<file path="config.mk">
export PLATFORM = sky130hd
export DESIGN_NAME = mux_scan_nxw
export DESIGN_NICKNAME = d
export VERILOG_FILES = /design/src/rtl/mux_scan_pkg.sv /design/src/rtl/mux_scan_next_ch.sv /design/src/rtl/mux_scan_nxw.sv
export SDC_FILE = /design/constraint.sdc
export NUM_CORES = 1
export LEC_CHECK = 0
export BUFFER_PORTS_ARGS = -buffer_cell sky130_fd_sc_hd__buf_2
export CAP_MARGIN = 20
export CORE_AREA = 3 3 42 48
export CTS_CLUSTER_DIAMETER = 200
export DETAILED_ROUTE_END_ITERATION = 8
export DIE_AREA = 0 0 45 51
export PLACE_DENSITY = 0.8
export SYNTH_ARGS = -nofsm -noshare
export SYNTH_HDL_FRONTEND = slang
export SYNTH_SLANG_ARGS = --single-unit
</file>
<file path="constraint.sdc">
create_clock -name i_clk -period 2.72 [get_ports i_clk]
set_input_delay 0.544 -clock i_clk [delete_from_list [all_inputs] [get_ports i_clk]]
set_output_delay 0.544 -clock i_clk [all_outputs]
set_load 0.05 [all_outputs]
</file>
<file path="src/rtl/mux_scan_pkg.sv">
// Shared types and constants for the mux_scan_nxw channel selector.
package mux_scan_pkg;

    typedef enum logic [1:0] {
        ST_IDLE = 2'd0,
        ST_MAN  = 2'd1,
        ST_SCAN = 2'd2
    } state_t;

    localparam logic MODE_MAN  = 1'b0;
    localparam logic MODE_SCAN = 1'b1;

endpackage

</file>
<file path="src/rtl/mux_scan_next_ch.sv">
// Next-channel finder for the scan pointer.
// With MUX_SCAN_MASK_EN defined it searches upward from i_ptr for the next
// enabled channel, wrapping at N; otherwise it is a plain wrapping increment.
module mux_scan_next_ch #(
    parameter int N     = 4,
    parameter int SEL_W = $clog2(N)
) (
    input  logic [SEL_W-1:0] i_ptr,
`ifdef MUX_SCAN_MASK_EN
    input  logic [N-1:0]     i_mask,
`endif
    output logic [SEL_W-1:0] o_next
);

`ifdef MUX_SCAN_MASK_EN
    // First enabled channel strictly after i_ptr; i_ptr itself only if it is the sole enabled one.
    always_comb begin
        logic             found;
        logic [SEL_W-1:0] idx;
        found  = 1'b0;
        idx    = '0;
        o_next = '0;
        for (int i = 1; i <= N; i++) begin
            idx = SEL_W'((int'(i_ptr) + i) % N);
            if (!found && i_mask[idx]) begin
                found  = 1'b1;
                o_next = idx;
            end
        end
    end
`else
    // Wrapping increment over 0..N-1.
    always_comb begin
        if (int'(i_ptr) == N - 1) o_next = '0;
        else                      o_next = i_ptr + 1'b1;
    end
`endif

endmodule

</file>
<file path="src/rtl/mux_scan_nxw.sv">
// N-channel, W-bit multiplexer with registered output and valid/ready handshake.
// Manual mode picks the channel from i_sel; scan mode walks a pointer through
// the channels, emitting one word every DWELL cycles.
// Optional feature macro: MUX_SCAN_MASK_EN (adds i_mask channel-enable port).
//
// state   | meaning
// --------+-------------------------------------------------------------
// ST_IDLE | first cycle after reset, picks MAN or SCAN from i_mode
// ST_MAN  | capture i_sel's channel on every free output slot
// ST_SCAN | dwell on r_ptr for DWELL cycles, then capture and advance
module mux_scan_nxw
    import mux_scan_pkg::*;
#(
    parameter  int N     = 4,
    parameter  int W     = 1,
    parameter  int DWELL = 4,
    localparam int SEL_W = $clog2(N)
) (
    input  logic             i_clk,
    input  logic             i_rst_n,
    input  logic [N*W-1:0]   i_e,
    input  logic [SEL_W-1:0] i_sel,
    input  logic             i_mode,
    input  logic             i_y_ready,
`ifdef MUX_SCAN_MASK_EN
    input  logic [N-1:0]     i_mask,
`endif
    output logic [W-1:0]     o_y,
    output logic [SEL_W-1:0] o_y_ch,
    output logic             o_y_valid,
    output logic             o_err
);

    localparam int             CNT_W    = (DWELL > 1) ? $clog2(DWELL) : 1;
    localparam logic [CNT_W-1:0] CNT_LAST = CNT_W'(DWELL - 1);

    state_t           r_state, w_state_nxt;
    logic [SEL_W-1:0] r_ptr, w_ptr_nxt, w_ptr_next;
    logic [CNT_W-1:0] r_cnt, w_cnt_nxt;
    logic [W-1:0]     r_y, w_y_nxt;
    logic [SEL_W-1:0] r_y_ch, w_y_ch_nxt;
    logic             r_y_valid, w_y_valid_nxt;
    logic             r_err, w_err_nxt;

    logic             w_slot_free;
    logic             w_any_en;
    logic             w_sel_ok, w_ptr_ok;
    logic [W-1:0]     w_sel_data, w_ptr_data;

    assign w_slot_free = !r_y_valid || i_y_ready;

`ifdef MUX_SCAN_MASK_EN
    assign w_any_en = |i_mask;

    mux_scan_next_ch #(.N(N), .SEL_W(SEL_W)) u_next_ch (
        .i_ptr  (r_ptr),
        .i_mask (i_mask),
        .o_next (w_ptr_next)
    );
`else
    assign w_any_en = 1'b1;

    mux_scan_next_ch #(.N(N), .SEL_W(SEL_W)) u_next_ch (
        .i_ptr  (r_ptr),
        .o_next (w_ptr_next)
    );
`endif

    // Channel muxes for the manual select and the scan pointer; *_ok is low for out-of-range or disabled channels.
    always_comb begin
        w_sel_ok   = 1'b0;
        w_sel_data = '0;
        w_ptr_ok   = 1'b0;
        w_ptr_data = '0;
        for (int k = 0; k < N; k++) begin
            if (i_sel == SEL_W'(k)) begin
                w_sel_data = i_e[k*W +: W];
`ifdef MUX_SCAN_MASK_EN
                w_sel_ok   = i_mask[k];
`else
                w_sel_ok   = 1'b1;
`endif
            end
            if (r_ptr == SEL_W'(k)) begin
                w_ptr_data = i_e[k*W +: W];
`ifdef MUX_SCAN_MASK_EN
                w_ptr_ok   = i_mask[k];
`else
                w_ptr_ok   = 1'b1;
`endif
            end
        end
    end

    // Next-state, pointer, dwell counter and output-slot logic.
    always_comb begin
        w_state_nxt   = r_state;
        w_ptr_nxt     = r_ptr;
        w_cnt_nxt     = r_cnt;
        w_y_nxt       = r_y;
        w_y_ch_nxt    = r_y_ch;
        // A free slot with no capture means the held word (if any) was taken.
        w_y_valid_nxt = w_slot_free ? 1'b0 : r_y_valid;
        w_err_nxt     = 1'b0;
        case (r_state)
            ST_IDLE: begin
                if (i_mode == MODE_SCAN) begin
                    w_state_nxt = ST_SCAN;
                    w_ptr_nxt   = '0;
                    w_cnt_nxt   = '0;
                end else begin
                    w_state_nxt = ST_MAN;
                end
            end
            ST_MAN: begin
                if (!w_sel_ok) begin
                    w_err_nxt = 1'b1;
                end else if (w_slot_free) begin
                    w_y_nxt       = w_sel_data;
                    w_y_ch_nxt    = i_sel;
                    w_y_valid_nxt = 1'b1;
                end
                if (i_mode == MODE_SCAN) begin
                    w_state_nxt = ST_SCAN;
                    w_ptr_nxt   = '0;
                    w_cnt_nxt   = '0;
                end
            end
            ST_SCAN: begin
                if (!w_any_en) begin
                    w_ptr_nxt = '0;
                    w_cnt_nxt = '0;
                end else if (r_cnt != CNT_LAST) begin
                    w_cnt_nxt = r_cnt + 1'b1;
                end else if (!w_ptr_ok) begin
                    // Pointer parked on a channel that was disabled under it: skip without emitting.
                    w_ptr_nxt = w_ptr_next;
                    w_cnt_nxt = '0;
                end else if (w_slot_free) begin
                    w_y_nxt       = w_ptr_data;
                    w_y_ch_nxt    = r_ptr;
                    w_y_valid_nxt = 1'b1;
                    w_ptr_nxt     = w_ptr_next;
                    w_cnt_nxt     = '0;
                end
                if (i_mode == MODE_MAN) w_state_nxt = ST_MAN;
            end
            default: w_state_nxt = ST_IDLE;
        endcase
    end

    // FSM state register.
    always_ff @(posedge i_clk or negedge i_rst_n) begin
        if (!i_rst_n) r_state <= ST_IDLE;
        else          r_state <= w_state_nxt;
    end

    // Pointer, dwell counter and output register.
    always_ff @(posedge i_clk or negedge i_rst_n) begin
        if (!i_rst_n) begin
            r_ptr     <= '0;
            r_cnt     <= '0;
            r_y       <= '0;
            r_y_ch    <= '0;
            r_y_valid <= 1'b0;
            r_err     <= 1'b0;
        end else begin
            r_ptr     <= w_ptr_nxt;
            r_cnt     <= w_cnt_nxt;
            r_y       <= w_y_nxt;
            r_y_ch    <= w_y_ch_nxt;
            r_y_valid <= w_y_valid_nxt;
            r_err     <= w_err_nxt;
        end
    end

    assign o_y       = r_y;
    assign o_y_ch    = r_y_ch;
    assign o_y_valid = r_y_valid;
    assign o_err     = r_err;

endmodule

</file>
==> results of run 1 <==
flip-flops by register name, indices dropped and copies added (netlist names):
signal	flops
o_y_valid	1
o_err	1
r_ptr	2
r_state	2
r_cnt	2
o_y	1
o_y_ch	2
through the flow:
| stage | std cells | power (mW) | cell area, µm² | util [%] | hold slack, ns |
|---|---|---|---|---|---|
| 2_1_floorplan | 84 | 0.668 | 792 | - | 0.248 |
| 3_3_place_gp | 113 | 0.755 | 873 | 55.4 | 0.425 |
| 3_5_place_dp | 113 | 0.768 | 873 | 55.4 | 0.424 |
| 4_1_cts | 117 | 0.882 | 900 | 57.1 | 0.133 |
| 5_1_grt | 117 | 0.957 | 900 | 57.1 | 0.130 |
| 6_report | 117 | 0.874 | 900 | 57.1 | 0.129 |
kinds of logic (layout without fill, tap and decap cells):
family / after synthesis / in the layout / synth area share, %
AO/OA/AOI/OAI: 25 / 25 / 20.5
adder cells (fa/ha/maj): 10 / 10 / 15.8
buffers and inverters: 9 / 25 / 4.58
flip-flops: 11 / 11 / 34.8
multiplexers: 5 / 5 / 8.06
other: 1 / 1 / 0.473
AND/OR/NAND/NOR: 23 / 23 / 15.8
cell type report:
cell class	count	area (µm²)	area share, %
Clock buffer	4	26.3	2.92
Inverter	7	26.3	2.92
Multi-Input combinational cell	64	480	53.4
Sequential cell	11	275	30.6
Tap cell	17	21.3	2.36
Timing Repair Buffer	14	70.1	7.79
routing by layer:
metal | GRT usage (%) | up-vias
li1 | - | 331
met1 | 16.1 | 303
met2 | 23.1 | 13
met3 | 7.04 | 4
met4 | 4.88 | 0
met5 | 0 | -
cell usage after synthesis, types with 2 or more instances:
master / count / area share, %
sky130_fd_sc_hd__dfrtp_1: 11 / 35
sky130_fd_sc_hd__ha_1: 10 / 16
sky130_fd_sc_hd__inv_1: 7 / 3.3
sky130_fd_sc_hd__o21ai_0: 7 / 4.4
sky130_fd_sc_hd__a21oi_1: 6 / 3.8
sky130_fd_sc_hd__nand2b_1: 5 / 3.9
sky130_fd_sc_hd__nor2_1: 5 / 2.4
sky130_fd_sc_hd__mux2i_1: 3 / 3.8
sky130_fd_sc_hd__nand2_1: 3 / 1.4
sky130_fd_sc_hd__nand3b_1: 3 / 2.8
sky130_fd_sc_hd__nor2b_1: 3 / 2.4
sky130_fd_sc_hd__a211oi_1: 2 / 1.9
sky130_fd_sc_hd__nand3_1: 2 / 1.3
power by group through the flow:
stage / Combinational, mW / Clock [mW] / Sequential [mW]
floorplan: 0.318 / 0 / 0.350
global placement: 0.489 / 0 / 0.266
detailed placement: 0.498 / 0 / 0.270
CTS: 0.503 / 0.112 / 0.267
global route: 0.562 / 0.119 / 0.276
finish: 0.500 / 0.107 / 0.267
final timing paths:
path | cells past startpoint | startpoint | end | slack, ns
max | 6 | r_state[0] | o_y | 0.66
max in group asynchronous | 1 | i_rst_n | r_state[0] | 2.39
min | 1 | i_rst_n | o_y_ch[1] | 0.13
max reg2reg | 6 | r_state[0] | o_y | 0.66
min reg2reg | 2 | o_y_ch[0] | o_y_ch[0] | 0.50
min in group i_clk | 2 | o_y_ch[0] | o_y_ch[0] | 0.50
critical path, delay by kind of cell (launching register included):
family | cells | cell delay [ns]
buf+inv | 2 | 0.31
flops | 1 | 0.45
fa+ha+maj | 1 | 0.43
mux | 1 | 0.13
compound gates | 2 | 0.67
==> summary.md, run 1 <==
The slowest stage of the critical path belongs to the cell sky130_fd_sc_hd__a2111oi_0. During I/O placement, the number of pins put on the boundary was 15. The antenna cell count is 0. Most common library cell in the layout ignoring fill and taps: sky130_fd_sc_hd__buf_2. Clock latency on the worst-skew pair, taken at its later pin, is 0.27 ns.

The tool flagged a number of max-cap violations equal to 0. The initial antenna violation count is 0, and the number of nets in the synthesized netlist is 104. In the routed design, unresolved DRC markers number 0. The net count reported at finish came out at 121. Synthesis produced 84 cells. In the finished design, the share of the clock period the worst path needs comes to 75.8%. The length of routed met2 wiring is 701 µm, and the fraction of power spent switching nets is 46.5%. In this run the power density over the cells is 972 mW/mm². Of all nets on the critical path, the largest fanout is 13. First-iteration detailed-routing DRC count: 13. The unique cell type count in the Yosys netlist was 30.

After detailed routing, the wire length on met1 is 641 µm. At the worst endpoint, the arrival time is 2.27 ns. The clock-pin slew reported for the worst setup and hold paths after clock tree synthesis came out at 0.06 ns. The prevailing post-synth register cell is sky130_fd_sc_hd__dfrtp_1. The count of nets left with antenna violations once routing finished came out at 0. The routed design has 1450 µm of wire. The run finished with clean final reports. The largest stage delay on the critical path came out at 0.50 ns.

Dividing the detail-routed wire length by the instance count gives 12.4 µm. STA classifies the critical path startpoint as a flop. The TritonCTS sink count came out at 11.

The region available for standard cell placement spans 0.00158 mm². Once the clock tree was built, the resizer swapped 0 gates to a different size. Timing would allow up to 485 MHz. The via count of the first global-routing pass is 622, and the CTS H-tree depth is 1. In the final layout, the share of cells above drive strength 1 is 20.0%. The async set or reset register ratio after synthesis was 100%; the via count was 651.

The pin count of the biggest net entering global routing is 14, and the mapped cell area is 792 µm². Yosys printed 0 warnings. Count of input and output buffers: 14. The global-route wire length before repair came out at 2440 µm. The total count of max-transition violations in the final report is 0, and the proportion of power drawn by combinational gates is 57.2%. The post-CTS setup repair buffer count is 0. In this run the tightest slew margin relative to its limit is 65.8%. The overall routing resource usage came out at 14.4%.

The sequential cell area fraction in the yosys report was 34.8%. Adding up every negative setup slack in the final design gives 0 ns. The sum of overflow across all layers after global routing was 0; the register bit total from synthesis was 11. The run gives 0.468 mW as the internal power. The worst-case IR drop observed on VDD is 0.552 mV.

Counting the fill cells in the layout gives 142. The category of the critical setup timing path is reg2reg. Setup violations remaining at the end of the flow were counted as 0. The congestion estimate from routability-driven global placement came to 0.713. The highest layer touched by signal routing is met4. The number of clock buffers added by TritonCTS is 3.

TritonCTS built the clock tree. Routed length on met3: 86 µm. The mean instance size in the synthesized netlist is 9.43 µm². For this configuration, the core starts out at a cell density of 50.2%. For the part of the power in the clock network, the log shows 12.3%.

The tools report the count of final hold-check violations as 0. Sequential cells burn 30.5% of the power. For the pre-CTS worst setup slack, the log shows 0.732 ns. The die covers 0.00230 mm².

Total iterations of the first detailed-routing run: 4. Final critical path time including I/O delays and setup: 2.06 ns. The count of flip-flops with a built-in enable after synthesis works out to 0. The horizontal die dimension was 45 µm. The transition at the pin with the smallest max-transition slack is 0.500 ns, and the switching power summed over all nets is 0.406 mW.

The tools report the worst-case clock buffer depth as 2. Walking the worst path, the cells encountered are inv_1 -> ha_1 -> inv_1 -> a2111oi_0 -> a211o_1 -> mux2_2. The library cells used most frequently in the layout, excluding fill and tap cells, are sky130_fd_sc_hd__buf_2, sky130_fd_sc_hd__dfrtp_1, sky130_fd_sc_hd__ha_1. Among the stages of the critical path, the cell type that occurs most often is sky130_fd_sc_hd__inv_1. The static leakage power was 0.434 nW.

The logs give 2.93 ns for the required arrival time at the worst endpoint and 0 for the total of hold buffers inserted after clock tree synthesis. The setup slack of the critical path after layout was 0.658 ns; the detailed placer's ending HPWL was 1140 µm. The tools report the kind of end point of the critical path as a flop.

Setup repair after global routing left no endpoint under its margin. The vertical die dimension works out to 51 µm. Dividing the detail-routed via count by the number of cells gives 5.56. Cell at the root of the clock tree: sky130_fd_sc_hd__clkbuf_4.

Between clock sinks in the finished design, the worst skew comes to 0.00224 ns. In this run the core area contains 15 standard-cell rows. The synthesis-to-finish area growth is 13.6%. The worst min-delay path category was in2async.
Power figures use the tool's default switching activity.
==> inputs of run 2 (changes only) <==
- clock period: 2.72 -> 2.1 ns (I/O delays scaled with it)
==> run 2 against run 1 <==
The run now ends with hold timing left. Count of clock-buffer cells in the layout did not move. Clock skew grew 0.0048 ns. Sequential power up 30%. Flip-flop and latch count unchanged. Worst hold slack got worse by 0.13 ns. Wire length rose by 14%. Final area is 0.83% higher. Highest routed layer is now met3.
==> summary.md, run 2 (synthesis gave the netlist of run 1 again) <==
The largest individual stage delay along the critical path comes from the cell sky130_fd_sc_hd__dfrtp_1. The clock-pin slew reported for the worst setup and hold paths after clock tree synthesis is 0.08 ns (+0.02 ns). The checks that failed: hold timing. The run gives 695 (+12%) as the via count of the first global-routing pass.

The run gives 0.00158 mm² (unchanged) as the core outline area. The final setup skew was 0.00700 ns (+0.00476 ns); the detailed placer's ending HPWL was 1270 µm (+11%). Cell area after layout: 907 µm² (+0.83%). Setup repair after global routing left no endpoint under its margin. Cell at the root of the clock tree: sky130_fd_sc_hd__clkbuf_4.

Count of final hold-check violations: 4 (+4). Share of total power in sequential cells: 29.5% (-1.0 points). The post-CTS setup repair buffer count was 0 (unchanged); the synthesis-to-finish area growth was 14.5%.

The total die area is 0.00230 mm² (unchanged). The tools report the net count reported at finish as 122 (+0.83%). For the worst hold slack across all endpoints, the log shows -0.000797 ns (-0.130 ns). The quantity of gates resized following cts is 0 (unchanged). The logs give 3 (unchanged) for the number of CTS-inserted buffers and 57.5% (+0.48 points) for the final core utilization. The TritonCTS sink count was 11 (unchanged); the total iterations of the first detailed-routing run was 4 (unchanged). The total power density per cell area is 1300 mW/mm² (+34%). TritonCTS built the clock tree.

The internal power was 0.615 mW (+31%). The top-level port count came out at 15 (unchanged). The overall routing resource usage was 17.4% (+3.0 points); the final critical path time including I/O delays and setup was 1.88 ns (-0.179 ns).

The area of all sequential standard cells is 275 µm² (unchanged), and the antenna cell count is 0 (unchanged). STA classifies the critical path endpoint as a flop. The logs give 671 (+3.1%) for the via count and 0.22 ns (-0.44 ns) for the slack of the worst reg-to-reg path. The detail-routed net length per standard cell was 14.0 µm (+13%); the share of post-route cells with drive strength above 1 was 20.8% (+0.79 points). The number of remaining DRC errors came out at 0 (unchanged).

The tools report the global-route wire length before repair as 2990 µm (+23%). The largest fanout on the critical path was 8 (-5). The category of the critical setup timing path is reg2reg. The count of input and output buffers works out to 14 (unchanged). The switching power summed over all nets was 0.565 mW (+39%). The tools report the critical path startpoint category as a flop. The most common library cell in the layout ignoring fill and taps is sky130_fd_sc_hd__buf_2.

The static leakage power is 0.439 nW (+1.2%), and the total area of multi-input combinational cells is 480 µm² (unchanged). Placer's final routability congestion estimate: 0.712 (-0.13%). For the proportion of power drawn by combinational gates, the log shows 57.8% (+0.6 points). The via density per instance came out at 5.69 (+2.2%).

The count of filler cells inserted in the layout is 132 (-7.0%). The tools report the initial standard-cell utilization of the core as 50.2% (unchanged). The fraction of power spent switching nets works out to 47.9% (+1.4 points). The worst supply voltage drop on vdd came out at 0.671 mV (+22%). The flow ran to the end, but the final reports show violations. The max-cap violation count is 0 (unchanged), and the final count of negative-setup-slack endpoints is 0 (unchanged).

Number of rows in the core area: 15 (unchanged). Cell repeated most along the worst path: sky130_fd_sc_hd__inv_1. The total wire length was 1650 µm (+14%); the CTS H-tree depth was 1 (unchanged). The initial antenna violation count came out at 0 (unchanged). The critical path goes through inv_1 -> ha_1 -> inv_1 -> a2111oi_0 -> a211o_1 -> mux2_2. The maximum achievable frequency is 531 MHz (+9.5%), and the count of nets left with antenna violations after detail routing is 0 (unchanged). The worst min-delay path category is in2async. The run gives 2.10 ns (-0.17 ns) as the data arrival time of the critical path. Leaving out fill and tap cells, the most frequent cells in the layout are sky130_fd_sc_hd__buf_2, sky130_fd_sc_hd__dfrtp_1, sky130_fd_sc_hd__ha_1. Total of hold buffers inserted after clock tree synthesis: 0 (unchanged).

The tools report the insertion delay of the later-clocked pin in the worst-skew pair as 0.27 ns (about the same). The share of the clock period used by the worst path after layout was 89.6% (+14 points). The run gives 0 ns (unchanged) as the sum of negative setup slack. The worst-case clock buffer depth is 2 (unchanged). Total count of max-transition violations in the final report: 0 (unchanged). For the first-iteration detailed-routing DRC count, the log shows 9 (-4).

The vertical die dimension came out at 51 µm (unchanged). Sum of internal, switching and leakage power: 1.18 mW (+35%). The pin count of the biggest net entering global routing is 12 (-2), and the cell area after placement is 881 µm² (+0.86%). For the sum of overflow across all layers after global routing, the log shows 0 (unchanged).

Largest stage delay on the critical path: 0.47 ns (-0.03 ns). The part of the power in the clock network was 12.7% (+0.4 points); the horizontal die dimension was 45 µm (unchanged). For the required arrival time at the worst endpoint, the log shows 2.32 ns (-0.61 ns).
## run 2: power by group through the flow
stage / sequential [mW] / clock (mW) / combinational, mW
floorplan: 0.454 / 0 / 0.412
global placement: 0.343 / 0 / 0.654
detailed placement: 0.352 / 0 / 0.671
CTS: 0.347 / 0.154 / 0.680
global route: 0.362 / 0.163 / 0.761
finish: 0.348 / 0.150 / 0.682
## run 2: area by class of cell
type,count,share of cell area [%]
Multi-Input combinational cell,64,53.0
Sequential cell,11,30.3
Timing Repair Buffer,15,8.55
Clock buffer,4,2.90
Inverter,7,2.90
Tap cell,17,2.34
## run 2: critical path: cells and delay by family (launching register included)
family                   cells  cell delay, ns
multiplexers                 1            0.13
buffers and inverters        2            0.32
AO/OA/AOI/OAI                2            0.61
flip-flops                   1            0.47
adder cells (fa/ha/maj)      1            0.31
## run 2: final timing paths
kind | cells past startpoint | to | startpoint
setup / recovery | 6 | o_y | r_state[0]
setup reg to reg | 6 | o_y | r_state[0]
max in group asynchronous | 1 | o_err | i_rst_n
hold reg to reg | 1 | o_y | o_y
min in group i_clk | 2 | r_state[0] | i_mode
hold / removal | 1 | o_y | i_rst_n
## run 2: layer usage
metal	GRT usage, %	vias up	routed length, µm
met5	0	-	0
met4	3.90	0	0
met3	7.04	0	91
met2	28.1	19	818
met1	21.3	317	740
li1	-	335	-
## run 2: per-stage QoR
stage / cells / worst slack (ns) / hold slack [ns]
finish: 118 / 0.218 / -0.000797
global route: 118 / 0.0821 / 0.00596
CTS: 118 / 0.249 / 0.00728
detailed placement: 114 / 0.272 / 0.303
global placement: 114 / 0.267 / 0.296
floorplan: 84 / 0.408 / 0.124
==> inputs of run 3 (changes only) <==
--- a/config.mk
+++ b/config.mk
@@ -8,8 +8,8 @@
 export BUFFER_PORTS_ARGS = -buffer_cell sky130_fd_sc_hd__buf_2
 export CAP_MARGIN = 20
-export CORE_AREA = 3 3 42 48
+export CORE_AREA = 2 2 41 47
 export CTS_CLUSTER_DIAMETER = 200
 export DETAILED_ROUTE_END_ITERATION = 8
-export DIE_AREA = 0 0 45 51
+export DIE_AREA = 0 0 43 49
 export PLACE_DENSITY = 0.8
 export SYNTH_ARGS = -nofsm -noshare
==> constraint.sdc (replaced) <==
create_clock -name i_clk -period 2.1 [get_ports i_clk]
set_input_delay 0 -clock i_clk [delete_from_list [all_inputs] [get_ports i_clk]]
set_output_delay 0 -clock i_clk [all_outputs]
set_load 0.05 [all_outputs]
==> run 3 against run 2 <==
The run now ends clean. Count of clock-buffer cells in the layout is the same. Non-clock buffer count grew 2. Final cell count grew 2.5%. Final area grew 2.6%. Core utilization shrank 2.2 points. Largest cell class unchanged. Largest power group unchanged. Highest routed layer is now met4.
==> summary.md, run 3 (synthesis gave the netlist of run 1 again) <==
Layer carrying the most global-route usage: met2. The initial standard-cell utilization of the core is 47.1% (-3.1 points), and the largest stage delay on the critical path is 0.45 ns (-0.02 ns). The run finished with clean final reports. The count of nets left with antenna violations after detail routing is 0 (unchanged).

The sum of overflow across all layers after global routing is 0 (unchanged), and the net count reported at finish is 124 (+1.6%). The tools report the met2 track demand over resource in global routing as 28.3% (+0.22 points). For the detailed placer's ending HPWL, the log shows 1300 µm (+2.7%). Setup repair after global routing left no endpoint under its margin.

STA classifies the critical path startpoint as a flop. The worst supply voltage drop on vdd is 0.538 mV (-20%), and the vertical die dimension is 49 µm (-3.9%). The run gives 662 (-4.7%) as the via count of the first global-routing pass.

The tools report the static leakage power as 0.446 nW (+1.5%). The maximum achievable frequency came out at 556 MHz (+4.6%). The critical path is of the reg2reg type.

The detail-routed net length per standard cell works out to 14.0 µm (+0.36%). The tools report the via count as 684 (+1.9%). The run gives 15 (unchanged) as the top-level port count. The overall routing resource usage was 17.2% (-0.15 points). The tools report the routing usage on met1 as 22.6% (+1.4 points). The share of the clock period used by the worst path after layout works out to 85.7% (-4.0 points). The logs give 0 (unchanged) for the total count of max-transition violations in the final report and 1.95 ns (-0.15 ns) for the data arrival time of the critical path. Initial antenna violation count: 0 (unchanged). Number of CTS-inserted buffers: 3 (unchanged).

The run gives 0 (unchanged) as the max-cap violation count. The met3 routing resource usage after global routing is 1.85% (-5.2 points). The worst min-delay path category was in2reg.

The via density per instance came out at 5.65 (-0.59%). The final critical path time including I/O delays and setup is 1.80 ns (-0.0834 ns). The cell area after layout was 931 µm² (+2.6%); the total wire length was 1700 µm (+2.9%). The largest fanout on the critical path is 13 (+5). The horizontal die dimension was 43 µm (-4.4%); the global-route wire length before repair was 2840 µm (-5.1%). The run gives 0 (unchanged) as the antenna cell count.

The total power density per cell area came out at 1270 mW/mm² (-2.2%). The slowest stage of the critical path belongs to the cell sky130_fd_sc_hd__dfrtp_1. The post-CTS setup repair buffer count is 0 (unchanged). The CTS H-tree depth was 1 (unchanged); the number of remaining DRC errors was 0 (unchanged).

The top cell types in the final layout, fill and taps aside, are sky130_fd_sc_hd__buf_2, sky130_fd_sc_hd__dfrtp_1, sky130_fd_sc_hd__ha_1. The logs give 19 (+10) for the first-iteration detailed-routing DRC count and 0.00168 mm² (+6.7%) for the core outline area. The worst-case clock buffer depth was 2 (unchanged). The area growth from synthesis to layout is 17.5%. TritonCTS built the clock tree. The placer's final routability congestion estimate was 0.769 (+7.9%).

Insertion delay of the later-clocked pin in the worst-skew pair: 0.26 ns (about the same). The sum of negative setup slack came out at 0 ns (unchanged). The clock-pin slew reported for the worst setup and hold paths after clock tree synthesis was 0.07 ns (about the same); the share of post-route cells with drive strength above 1 was 21.4% (+0.57 points). The cell at the root of the clock tree was sky130_fd_sc_hd__clkbuf_4. The run gives 11 (unchanged) as the TritonCTS sink count. The final count of negative-setup-slack endpoints came out at 0 (unchanged). For the count of final hold-check violations, the log shows 0 (-4). Count of input and output buffers: 14 (unchanged). The tools report the required arrival time at the worst endpoint as 2.25 ns (-0.07 ns). The pin count of the biggest net entering global routing is 14 (+2). STA classifies the critical path endpoint as a flop.

The total iterations of the first detailed-routing run is 4 (unchanged). The library cell used most frequently in the layout, excluding fill and tap cells, is sky130_fd_sc_hd__buf_2. Walking the worst path, the cells encountered are inv_1 -> ha_2 -> nor2b_1 -> a31oi_1 -> or2_2 -> mux2_2.

The cell area after placement came out at 882 µm² (+0.14%). The run gives 16 (+1) as the number of rows in the core area. The final setup skew was 0.00477 ns (-0.00222 ns); the total die area was 0.00211 mm² (-8.2%).
[run 3: changes by cell type in the layout (fill, tap and decap cells not counted), sizes merged]
cell	previous run	this run
dlygate4sd3	0	2
[run 3: worst paths after layout]
check / start / to / slack [ns] / cells after the start
setup / recovery: r_state[0] / o_y / 0.30 / 6
hold / removal: i_sel[1] / o_y_ch[1] / 0.08 / 3
setup reg to reg: r_state[0] / o_y / 0.30 / 6
hold reg to reg: o_y / o_y / 0.51 / 1
max in group asynchronous: i_rst_n / o_y / 1.78 / 2
min in group asynchronous: i_rst_n / r_state[1] / 0.12 / 2
[run 3: through the flow]
stage	cells	utilization [%]	worst slack (ns)	hold WS [ns]	total power, mW
floorplan	84	-	0.408	-0.296	0.865
global placement	115	52.5	0.285	-0.127	0.996
detailed placement	115	52.5	0.172	-0.119	1.03
CTS	121	55.2	0.152	0.0738	1.18
global route	121	55.4	0.171	0.115	1.27
finish	121	55.4	0.301	0.0804	1.18
[run 3: report_power, final]
part / switching, mW / leakage [nW] / total, mW / internal [mW]
registers: 0.0686 / 0.141 / 0.351 / 0.283
clock network: 0.0672 / 0.0150 / 0.141 / 0.0735
logic: 0.428 / 0.290 / 0.692 / 0.264
total: 0.564 / 0.446 / 1.18 / 0.620
[run 3: critical path: cells and delay by family, from the launching register on]
kind	cells	cell delay, ns
DFF	1	0.45
muxes	1	0.32
and+or+nand+nor	2	0.25
buffers and inverters	1	0.12
adders and majority gates	1	0.34
AOI/OAI and AO/OA	1	0.19
[run 3: final cells by class]
type	instances	area, µm²
tap	18	22.5
timing repair buffer	17	97.6
sequential	11	275
clock buffer	4	26.3
multi-input combinational	64	483
inverter	7	26.3
fill	154	751
[run 3: layer usage]
layer / part of all wire, % / wire, µm
met3: 5.2 / 88
met1: 43 / 737
met5: 0 / 0
met4: 0.82 / 14
met2: 51 / 858
[run 3: repair_timing]
item | 4_1_cts | 5_1_grt
gates resized for setup | 0 | 1
hold buffers | 2 | 0
endpoints found under the hold margin | 13 | 0
endpoints found under the setup margin | 0 | 1
